**config.mk**
```make
export PLATFORM = sky130hd
export DESIGN_NAME = aes_round_ctrl_flat
export DESIGN_NICKNAME = d
export VERILOG_FILES = /design/src/rtl/aes_round_ctrl_if.sv /design/src/rtl/aes_round_ctrl.sv /design/src/flat_wrapper.sv
export SDC_FILE = /design/constraint.sdc
export NUM_CORES = 1
export LEC_CHECK = 0
export BUFFER_PORTS_ARGS = -buffer_cell sky130_fd_sc_hd__buf_2
export CAP_MARGIN = 20
export CELL_PAD_IN_SITES_DETAIL_PLACEMENT = 0
export CELL_PAD_IN_SITES_GLOBAL_PLACEMENT = 2
export CORE_AREA = 2 2 348 350
export DETAILED_ROUTE_END_ITERATION = 7
export DIE_AREA = 0 0 350 352
export PLACE_DENSITY_LB_ADDON = 0.25
export SYNTH_ARGS = -nofsm -noshare
export SYNTH_HDL_FRONTEND = slang
export SYNTH_SLANG_ARGS = --single-unit
```
**constraint.sdc**
```tcl
create_clock -name CLK -period 1.88 [get_ports CLK]
set_clock_uncertainty 0.2 [all_clocks]
set_input_delay 0.188 -clock CLK [delete_from_list [all_inputs] [get_ports CLK]]
set_output_delay 0.188 -clock CLK [all_outputs]
set_load 0.03 [all_outputs]
```
**src/rtl/aes_round_ctrl_if.sv**
```systemverilog
// aes_round_ctrl_if: bus between the AES round controller and its memory, round datapath, key schedule and display.
interface aes_round_ctrl_if;
    logic         START;
    logic [3:0]   MEM_SEL;
    logic [127:0] KEY;
    logic [3:0]   MEM_ADDR;
    logic [127:0] MEM_DATA;
    logic [127:0] RND_STATE;
    logic [127:0] RND_KEY;
    logic         RND_FINAL;
    logic [127:0] RND_RESULT;
    logic [31:0]  KS_WORD;
    logic [3:0]   KS_ROUND;
    logic [31:0]  KS_G;
    logic [1:0]   OUT_SEL;
    logic         BUSY;
    logic         DONE;
    logic [127:0] CT;
    logic [31:0]  HEX;
    modport master (
        output START, MEM_SEL, KEY, MEM_DATA, RND_RESULT, KS_G, OUT_SEL,
        input  MEM_ADDR, RND_STATE, RND_KEY, RND_FINAL, KS_WORD, KS_ROUND, BUSY, DONE, CT, HEX
    );
    modport slave (
        input  START, MEM_SEL, KEY, MEM_DATA, RND_RESULT, KS_G, OUT_SEL,
        output MEM_ADDR, RND_STATE, RND_KEY, RND_FINAL, KS_WORD, KS_ROUND, BUSY, DONE, CT, HEX
    );
endinterface

```
**src/rtl/aes_round_ctrl.sv**
```systemverilog
// aes_round_ctrl: AES-128 encryption sequencer driving a shared round datapath and key schedule.
// Define AES_ROUND_CTRL_START_QUEUE_EN to queue one START arriving while busy or in DONE.
module aes_round_ctrl (
    input logic CLK,
    input logic RST,
    aes_round_ctrl_if.slave bus
);
    typedef enum logic [1:0] {IDLE, LOAD, ROUND, DONE} state_t;
    state_t st, st_nxt;
    logic [127:0] state_reg, key_reg, ct;
    logic [3:0] round, mem_addr, load_addr;
    logic [31:0] hex, w0, w1, w2, w3;
`ifdef AES_ROUND_CTRL_START_QUEUE_EN
    logic pend;
    logic [3:0] pend_addr;
`endif
    assign w0 = key_reg[127:96] ^ bus.KS_G;
    assign w1 = key_reg[95:64] ^ w0;
    assign w2 = key_reg[63:32] ^ w1;
    assign w3 = key_reg[31:0] ^ w2;
    assign bus.RND_KEY   = {w0, w1, w2, w3};
    assign bus.RND_STATE = state_reg;
    assign bus.RND_FINAL = round == 4'd10;
    assign bus.KS_WORD   = key_reg[31:0];
    assign bus.KS_ROUND  = round;
    assign bus.MEM_ADDR  = mem_addr;
    assign bus.BUSY      = st == LOAD || st == ROUND;
    assign bus.DONE      = st == DONE;
    assign bus.CT        = ct;
    assign bus.HEX       = hex;
    always_comb begin
        st_nxt = st;
        load_addr = bus.MEM_SEL;
        case (st)
            IDLE:  st_nxt = bus.START ? LOAD : IDLE;
            LOAD:  st_nxt = ROUND;
            ROUND: st_nxt = (round == 4'd10) ? DONE : ROUND;
            DONE: begin
`ifdef AES_ROUND_CTRL_START_QUEUE_EN
                st_nxt = (pend || bus.START) ? LOAD : IDLE;
                load_addr = pend ? pend_addr : bus.MEM_SEL;
`else
                st_nxt = IDLE;
`endif
            end
            default: st_nxt = IDLE;
        endcase
    end
    // round returns to 0 on completion so RND_FINAL is confined to the last round
    always_ff @(posedge CLK) begin
        if (!RST) begin
            st <= IDLE;
            state_reg <= '0;
            key_reg <= '0;
            round <= '0;
            mem_addr <= '0;
            ct <= '0;
            hex <= '0;
        end else begin
            st <= st_nxt;
            hex <= ct[{bus.OUT_SEL, 5'd0} +: 32];
            if (st_nxt == LOAD) begin
                mem_addr <= load_addr;
                round <= 4'd1;
            end
            if (st == LOAD) begin
                state_reg <= bus.MEM_DATA ^ bus.KEY;
                key_reg <= bus.KEY;
                round <= 4'd1;
            end
            if (st == ROUND) begin
                state_reg <= bus.RND_RESULT;
                key_reg <= bus.RND_KEY;
                round <= (round == 4'd10) ? 4'd0 : round + 4'd1;
                if (round == 4'd10) ct <= bus.RND_RESULT;
            end
        end
    end
`ifdef AES_ROUND_CTRL_START_QUEUE_EN
    always_ff @(posedge CLK) begin
        if (!RST) begin
            pend <= 1'b0;
            pend_addr <= '0;
        end else if (st == DONE) begin
            pend <= 1'b0;
        end else if (st != IDLE && bus.START && !pend) begin
            pend <= 1'b1;
            pend_addr <= bus.MEM_SEL;
        end
    end
`endif
endmodule

```
**src/flat_wrapper.sv**
```systemverilog
// flat-port wrapper written by rule: the top's interface ports become plain ports
module aes_round_ctrl_flat 
  (CLK, RST, bus_START, bus_MEM_SEL, bus_KEY, bus_MEM_DATA, bus_RND_RESULT, bus_KS_G, bus_OUT_SEL, bus_MEM_ADDR, bus_RND_STATE, bus_RND_KEY, bus_RND_FINAL, bus_KS_WORD, bus_KS_ROUND, bus_BUSY, bus_DONE, bus_CT, bus_HEX);
  aes_round_ctrl_if bus_i ();
  input logic CLK;
  input logic RST;
  input wire logic [$bits(bus_i.START)-1:0] bus_START;
  input wire logic [$bits(bus_i.MEM_SEL)-1:0] bus_MEM_SEL;
  input wire logic [$bits(bus_i.KEY)-1:0] bus_KEY;
  input wire logic [$bits(bus_i.MEM_DATA)-1:0] bus_MEM_DATA;
  input wire logic [$bits(bus_i.RND_RESULT)-1:0] bus_RND_RESULT;
  input wire logic [$bits(bus_i.KS_G)-1:0] bus_KS_G;
  input wire logic [$bits(bus_i.OUT_SEL)-1:0] bus_OUT_SEL;
  output wire logic [$bits(bus_i.MEM_ADDR)-1:0] bus_MEM_ADDR;
  output wire logic [$bits(bus_i.RND_STATE)-1:0] bus_RND_STATE;
  output wire logic [$bits(bus_i.RND_KEY)-1:0] bus_RND_KEY;
  output wire logic [$bits(bus_i.RND_FINAL)-1:0] bus_RND_FINAL;
  output wire logic [$bits(bus_i.KS_WORD)-1:0] bus_KS_WORD;
  output wire logic [$bits(bus_i.KS_ROUND)-1:0] bus_KS_ROUND;
  output wire logic [$bits(bus_i.BUSY)-1:0] bus_BUSY;
  output wire logic [$bits(bus_i.DONE)-1:0] bus_DONE;
  output wire logic [$bits(bus_i.CT)-1:0] bus_CT;
  output wire logic [$bits(bus_i.HEX)-1:0] bus_HEX;
  assign bus_i.START = bus_START;
  assign bus_i.MEM_SEL = bus_MEM_SEL;
  assign bus_i.KEY = bus_KEY;
  assign bus_i.MEM_DATA = bus_MEM_DATA;
  assign bus_i.RND_RESULT = bus_RND_RESULT;
  assign bus_i.KS_G = bus_KS_G;
  assign bus_i.OUT_SEL = bus_OUT_SEL;
  assign bus_MEM_ADDR = bus_i.MEM_ADDR;
  assign bus_RND_STATE = bus_i.RND_STATE;
  assign bus_RND_KEY = bus_i.RND_KEY;
  assign bus_RND_FINAL = bus_i.RND_FINAL;
  assign bus_KS_WORD = bus_i.KS_WORD;
  assign bus_KS_ROUND = bus_i.KS_ROUND;
  assign bus_BUSY = bus_i.BUSY;
  assign bus_DONE = bus_i.DONE;
  assign bus_CT = bus_i.CT;
  assign bus_HEX = bus_i.HEX;
  aes_round_ctrl u_core (.CLK(CLK), .RST(RST), .bus(bus_i));
endmodule
```
=== Word-level counts from Yosys, hierarchy flattened ===
Index checks and enable logic that the tools add are counted.

* Register bits after elaboration: 426
* Bits of input ports: 425
* Output and inout bits: 459
* Logic and storage cells: 35

* Add/subtract/negate cells: 1
* Shift operators: 1
* Reduce and logical (&&, ||, !) cells: 5
* Mux-type cells: 11
* Bitwise logic cells: 5
* Equality and inequality tests: 5

{| class="wikitable"
|+ Operator list
! cell !! number
|-
| $mux 128 || 4
|-
| $shiftx 128x8->32 || 1
|-
| $xor 128x128->128 || 1
|-
| $xor 32x32->32 || 4
|-
| $mux 4 || 4
|-
| $pmux 2 s4 || 1
|-
| $add 4x1->4 const B || 1
|-
| $eq 2x1->1 const B || 2
|-
| $eq 2x2->1 const B || 2
|-
| $eq 4x4->1 const B || 1
|-
| $reduce_bool 3->1 || 1
|-
| $logic_not 2->1 || 1
|-
| $mux 1 || 2
|-
| $reduce_and 2->1 || 1
|-
| $reduce_bool 2->1 || 1
|-
| $logic_or 1x1->1 || 1
|}

=== Depth between registers and ports, before layout ===
* Depth after elaboration: 7
* Gate-level depth with buffers: 9

=== Worst setup path before layout ===
OpenSTA, ideal clock, no wires.

* Path type: flip-flop to output port
* From: reg u_core.key_reg[127]
* To: out bus_RND_KEY[31]
* Arrival: 1749 ps
* Cell stages (with the launch flop): 5
* Path slack: -257 ps
* Buffers on the path: 0
* Cells stage by stage: dfxtp_1 xnor2_1 inv_1 xnor2_4 xor2_1

* Longest elaborated chain between the ends: 4

{| class="wikitable"
|+ RTL lines
! what !! line !! source
|-
| from (decl) || aes_round_ctrl.sv:10 || <nowiki>logic [127:0] state_reg, key_reg, ct;</nowiki>
|-
| from (signal assigned) || aes_round_ctrl.sv:68 || <nowiki>key_reg <= bus.KEY;</nowiki>
|-
| from (signal assigned) || aes_round_ctrl.sv:73 || <nowiki>key_reg <= bus.RND_KEY;</nowiki>
|-
| $xor 32x32->32 || aes_round_ctrl.sv:17 || <nowiki>assign w0 = key_reg[127:96] ^ bus.KS_G;</nowiki>
|-
| net bus_RND_KEY[127] || flat_wrapper.sv:16 || <nowiki>output wire logic [$bits(bus_i.RND_KEY)-1:0] bus_RND_KEY;</nowiki>
|-
| $xor 32x32->32 || aes_round_ctrl.sv:18 || <nowiki>assign w1 = key_reg[95:64] ^ w0;</nowiki>
|-
| $xor 32x32->32 || aes_round_ctrl.sv:19 || <nowiki>assign w2 = key_reg[63:32] ^ w1;</nowiki>
|-
| net bus_RND_KEY[63] || flat_wrapper.sv:16 ||
|-
| $xor 32x32->32 || aes_round_ctrl.sv:20 || <nowiki>assign w3 = key_reg[31:0] ^ w2;</nowiki>
|-
| to (decl) || flat_wrapper.sv:16 ||
|}

The timed path passes the listed nets, and every way through them passes these cells.

=== Worst setup path after layout ===
* From: reg u_core.key_reg[123]
* To: out bus_RND_KEY[27]

* Longest elaborated chain between the ends: 4

{| class="wikitable"
|+ RTL lines
! what !! line
|-
| $xor 32x32->32 || aes_round_ctrl.sv:17
|-
| $xor 32x32->32 || aes_round_ctrl.sv:18
|-
| $xor 32x32->32 || aes_round_ctrl.sv:19
|-
| $xor 32x32->32 || aes_round_ctrl.sv:20
|}

Every way passes these cells.

==> impl_results.rst <==
.. list-table::
   :header-rows: 1

   * - Metric
     - Value
   * - Die height
     - 352 µm
   * - WP data arrival
     - 2170 ps
   * - Post-route fraction of the period consumed by the critical path
     - 136.2%
   * - Number of buffers created by CTS
     - 59
   * - PD cells
     - 905.0 mW/mm²
   * - Flops & latches, synth
     - 426
   * - Global route total overflow
     - 0
   * - Global routing usage summed across all routing layers
     - 23.17%
   * - Failing checks
     - negative setup slack
   * - Primary FF master, synth
     - sky130_fd_sc_hd__dfxtp_1
   * - Leakage power
     - 18.99 nW
   * - Via/cell ratio
     - 4.412
   * - First-pass GRT wire length
     - 200,100 µm
   * - EDFF count, synth
     - 0
   * - Vias in the first global route
     - 25.11k
   * - Biggest area consumer among synthesized cells
     - sky130_fd_sc_hd__dfxtp_1
   * - Actual transition at the worst max-transition pin
     - 647.9 ps
   * - Row cnt
     - 127
   * - Wire length reported by the detailed router
     - 161,500 µm
   * - Worst slack at placement
     - -264.3 ps
   * - Detailed-routing iteration count for the pre-antenna-repair pass
     - 6
   * - Buffer type at the clock tree root
     - sky130_fd_sc_hd__clkbuf_16
   * - Worst Hold Depth
     - 5
   * - Number of fillers in the final layout
     - 12.31k
   * - Drt first-iter violations
     - 1,549
   * - Gate count of the mapped netlist
     - 2,563
   * - Final-report hold violation count
     - 0
   * - Share of the yosys chip area belonging to registers
     - 37.15%
   * - Crit Path Class
     - flip-flop to primary output
   * - Kind of start point of the critical path
     - flip-flop
   * - Tightest slew margin relative to the limit
     - 56.70%
   * - Largest voltage drop on the vdd net
     - 0.7632 mV
   * - Ports
     - 884
   * - Clock tree buffer depth
     - 3
   * - Run status
     - finished, violations left
   * - Critical-path cell with the highest stage delay
     - sky130_fd_sc_hd__xor3_4
   * - Post-Syn Nets
     - 2,993
   * - Final-stage net count
     - 4,659
   * - Proportion of layout cells with a drive suffix above 1
     - 45.95%
   * - Area added between synthesis and finish
     - 94.67%
   * - Initial standard-cell utilization of the core
     - 19.23%
   * - Combined area of all synthesized cells
     - 0.02295 mm²
   * - Final ANT Viol Nets
     - 0
   * - Hpwl dp
     - 115,900 µm
   * - Required @ worst endpoint
     - 1490 ps
   * - CORE AREA
     - 0.1193 mm²
   * - Cells on worst reg2reg path
     - 12
   * - Most repeated cell in the gate-level netlist after synthesis
     - sky130_fd_sc_hd__nand2_1
   * - Final setup violation count
     - 509
   * - Max Freq
     - 390.6 MHz
   * - Ys async rst share
     - 0%
   * - Cell chain of the critical path
     - xor3_4 -> xnor2_4 -> xnor2_2 -> buf_6
   * - Largest cells by area after synthesis
     - sky130_fd_sc_hd__dfxtp_1 (37%), sky130_fd_sc_hd__nand2_1 (7.4%), sky130_fd_sc_hd__xnor2_1 (6.2%)
   * - Pin count of the biggest net entering global routing
     - 107
   * - Die area
     - 0.1232 mm²
   * - Width of the chip
     - 350 µm
   * - DR DRC count
     - 0
   * - Synth Warn #
     - 0
   * - Cell types with the highest counts after synthesis
     - sky130_fd_sc_hd__nand2_1 (451), sky130_fd_sc_hd__dfxtp_1 (426), sky130_fd_sc_hd__o21ai_0 (260)
   * - Highest net fanout along the worst path
     - 3
   * - Average routed wire per standard cell
     - 27.38 µm
   * - Number of antenna violations at the first check in global routing
     - 29
   * - Via total after detailed routing
     - 26.02k
   * - Distinct cells, synth
     - 49
   * - Min setup slack post-route
     - -680.4 ps
   * - Yosys top cell area share
     - 37.15%
   * - Reg clk slew, reported paths
     - 60 ps
   * - Setup repair after global routing missed its margin
     - true
   * - Design area
     - 0.04468 mm²
   * - Routability cong.
     - 0.8728
   * - Max-cap violation count
     - 0
   * - Number of H-tree levels
     - 2
   * - Average footprint of a synthesized cell
     - 8.956 µm²
   * - Clock Sink Count
     - 426
   * - Final critical delay including setup and external delays
     - 2560 ps
   * - Count of input and output buffers
     - 883
   * - Clock tree from TritonCTS
     - built
   * - Number of slew-limit violations in the final report
     - 0
   * - Worst hold path type
     - input port to flip-flop
   * - Source-to-sink clock delay at the later pin of the worst-skew pair
     - 680 ps
   * - Max incr delay on CP
     - 570 ps
   * - Placed Area
     - 0.03114 mm²
   * - Kind of capture point of the worst setup path
     - primary output
[cell type report]
class	instances	area, µm²	share of cell area [%]
clock inverters	20	265.3	0.5936
clock buffers	88	1737	3.887
diodes	9	22.52	0.05040
well taps	1612	2017	4.514
multi-input cells	1868	15520	34.74
inverters	37	153.9	0.3444
repair buffers	1837	16360	36.61
flip-flops and latches	426	8610	19.27
[routing by layer]
metal	wire [µm]	GRT usage [%]	up-vias
li1	-	-	12190
met4	4294	6.405	8
met2	78790	40.32	893
met5	82	0	-
met1	67790	28.43	12760
met3	10490	5.149	162
[repair_timing]
action	in CTS	in global routing
endpoints found under the setup margin	538	530
gates cloned	10	66
resized for setup	478	568
pin swaps	120	200
hold buffers	487	0
endpoints found under the hold margin	424	0
setup buffers	73	93
[final timing paths]
check / startpoint / endpoint / slack, ps
setup / recovery: u_core.key_reg[123]$_SDFFE_PN0P_ / bus_RND_KEY[27] / -680
hold / removal: bus_KEY[94] / u_core.key_reg[94]$_SDFFE_PN0P_ / 10
setup reg to reg: u_core.st[1]$_SDFF_PN0_ / u_core.key_reg[96]$_SDFFE_PN0P_ / -220
hold reg to reg: u_core.bus.CT[122]$_SDFFE_PN0P_ / u_core.bus.CT[122]$_SDFFE_PN0P_ / 270
[cell families after synthesis]
group / count (synthesis) / synth area share [%]
AO/OA/AOI/OAI: 625 / 17.49
XOR/XNOR: 257 / 12.93
adder cells (fa/ha/maj): 5 / 0.2726
buffers and inverters: 270 / 5.615
flip-flops: 426 / 37.15
multiplexers: 161 / 8.765
AND/OR/NAND/NOR: 819 / 17.77
[placed cells by master, fill, tap and decap left out, drive strengths merged, types with 32 or more instances in the layout]
cell type and instances:
nor2b 193, xor2 32, xnor2 194, a22oi 32, and2 35, o211ai 34
dfxtp 426, a21boi 164, clkbuf 137, o21ai 261, nand2 451, inv 36
nand4 32, dlygate4sd3 487, o2bb2ai 32, buf 1300, mux4 32, mux2i 129
[metrics by stage]
step	total power, mW	cells	utilization, %	setup TNS, ps	hold WS, ps
finish	40.44	5897	37.44	-89390	11.04
floorplan	17.75	2563	-	0	122.9
detailed placement	23.20	5087	26.09	-50440	252.8
global placement	23.20	5087	26.09	-42490	248.1
CTS	38.58	5742	34.00	-80010	13.27
global route	41.95	5892	37.43	-127130	1.651
[worst max-delay path: cells and delay by family, from the launching register on]
kind / cells / cell delay (ps)
xor gates and xnor gates: 3 / 990
DFF: 1 / 330
buffers and inverters: 1 / 150
[where the power goes]
group / total, mW / switching, mW / internal, mW / leakage, nW
sequential: 10.3 / 0.594 / 9.71 / 3.49
clock: 11.9 / 4.86 / 7.04 / 0.991
combinational: 18.2 / 9.52 / 8.72 / 14.5
total: 40.4 / 15.0 / 25.5 / 19.0
(Power assumes the default switching activity.)
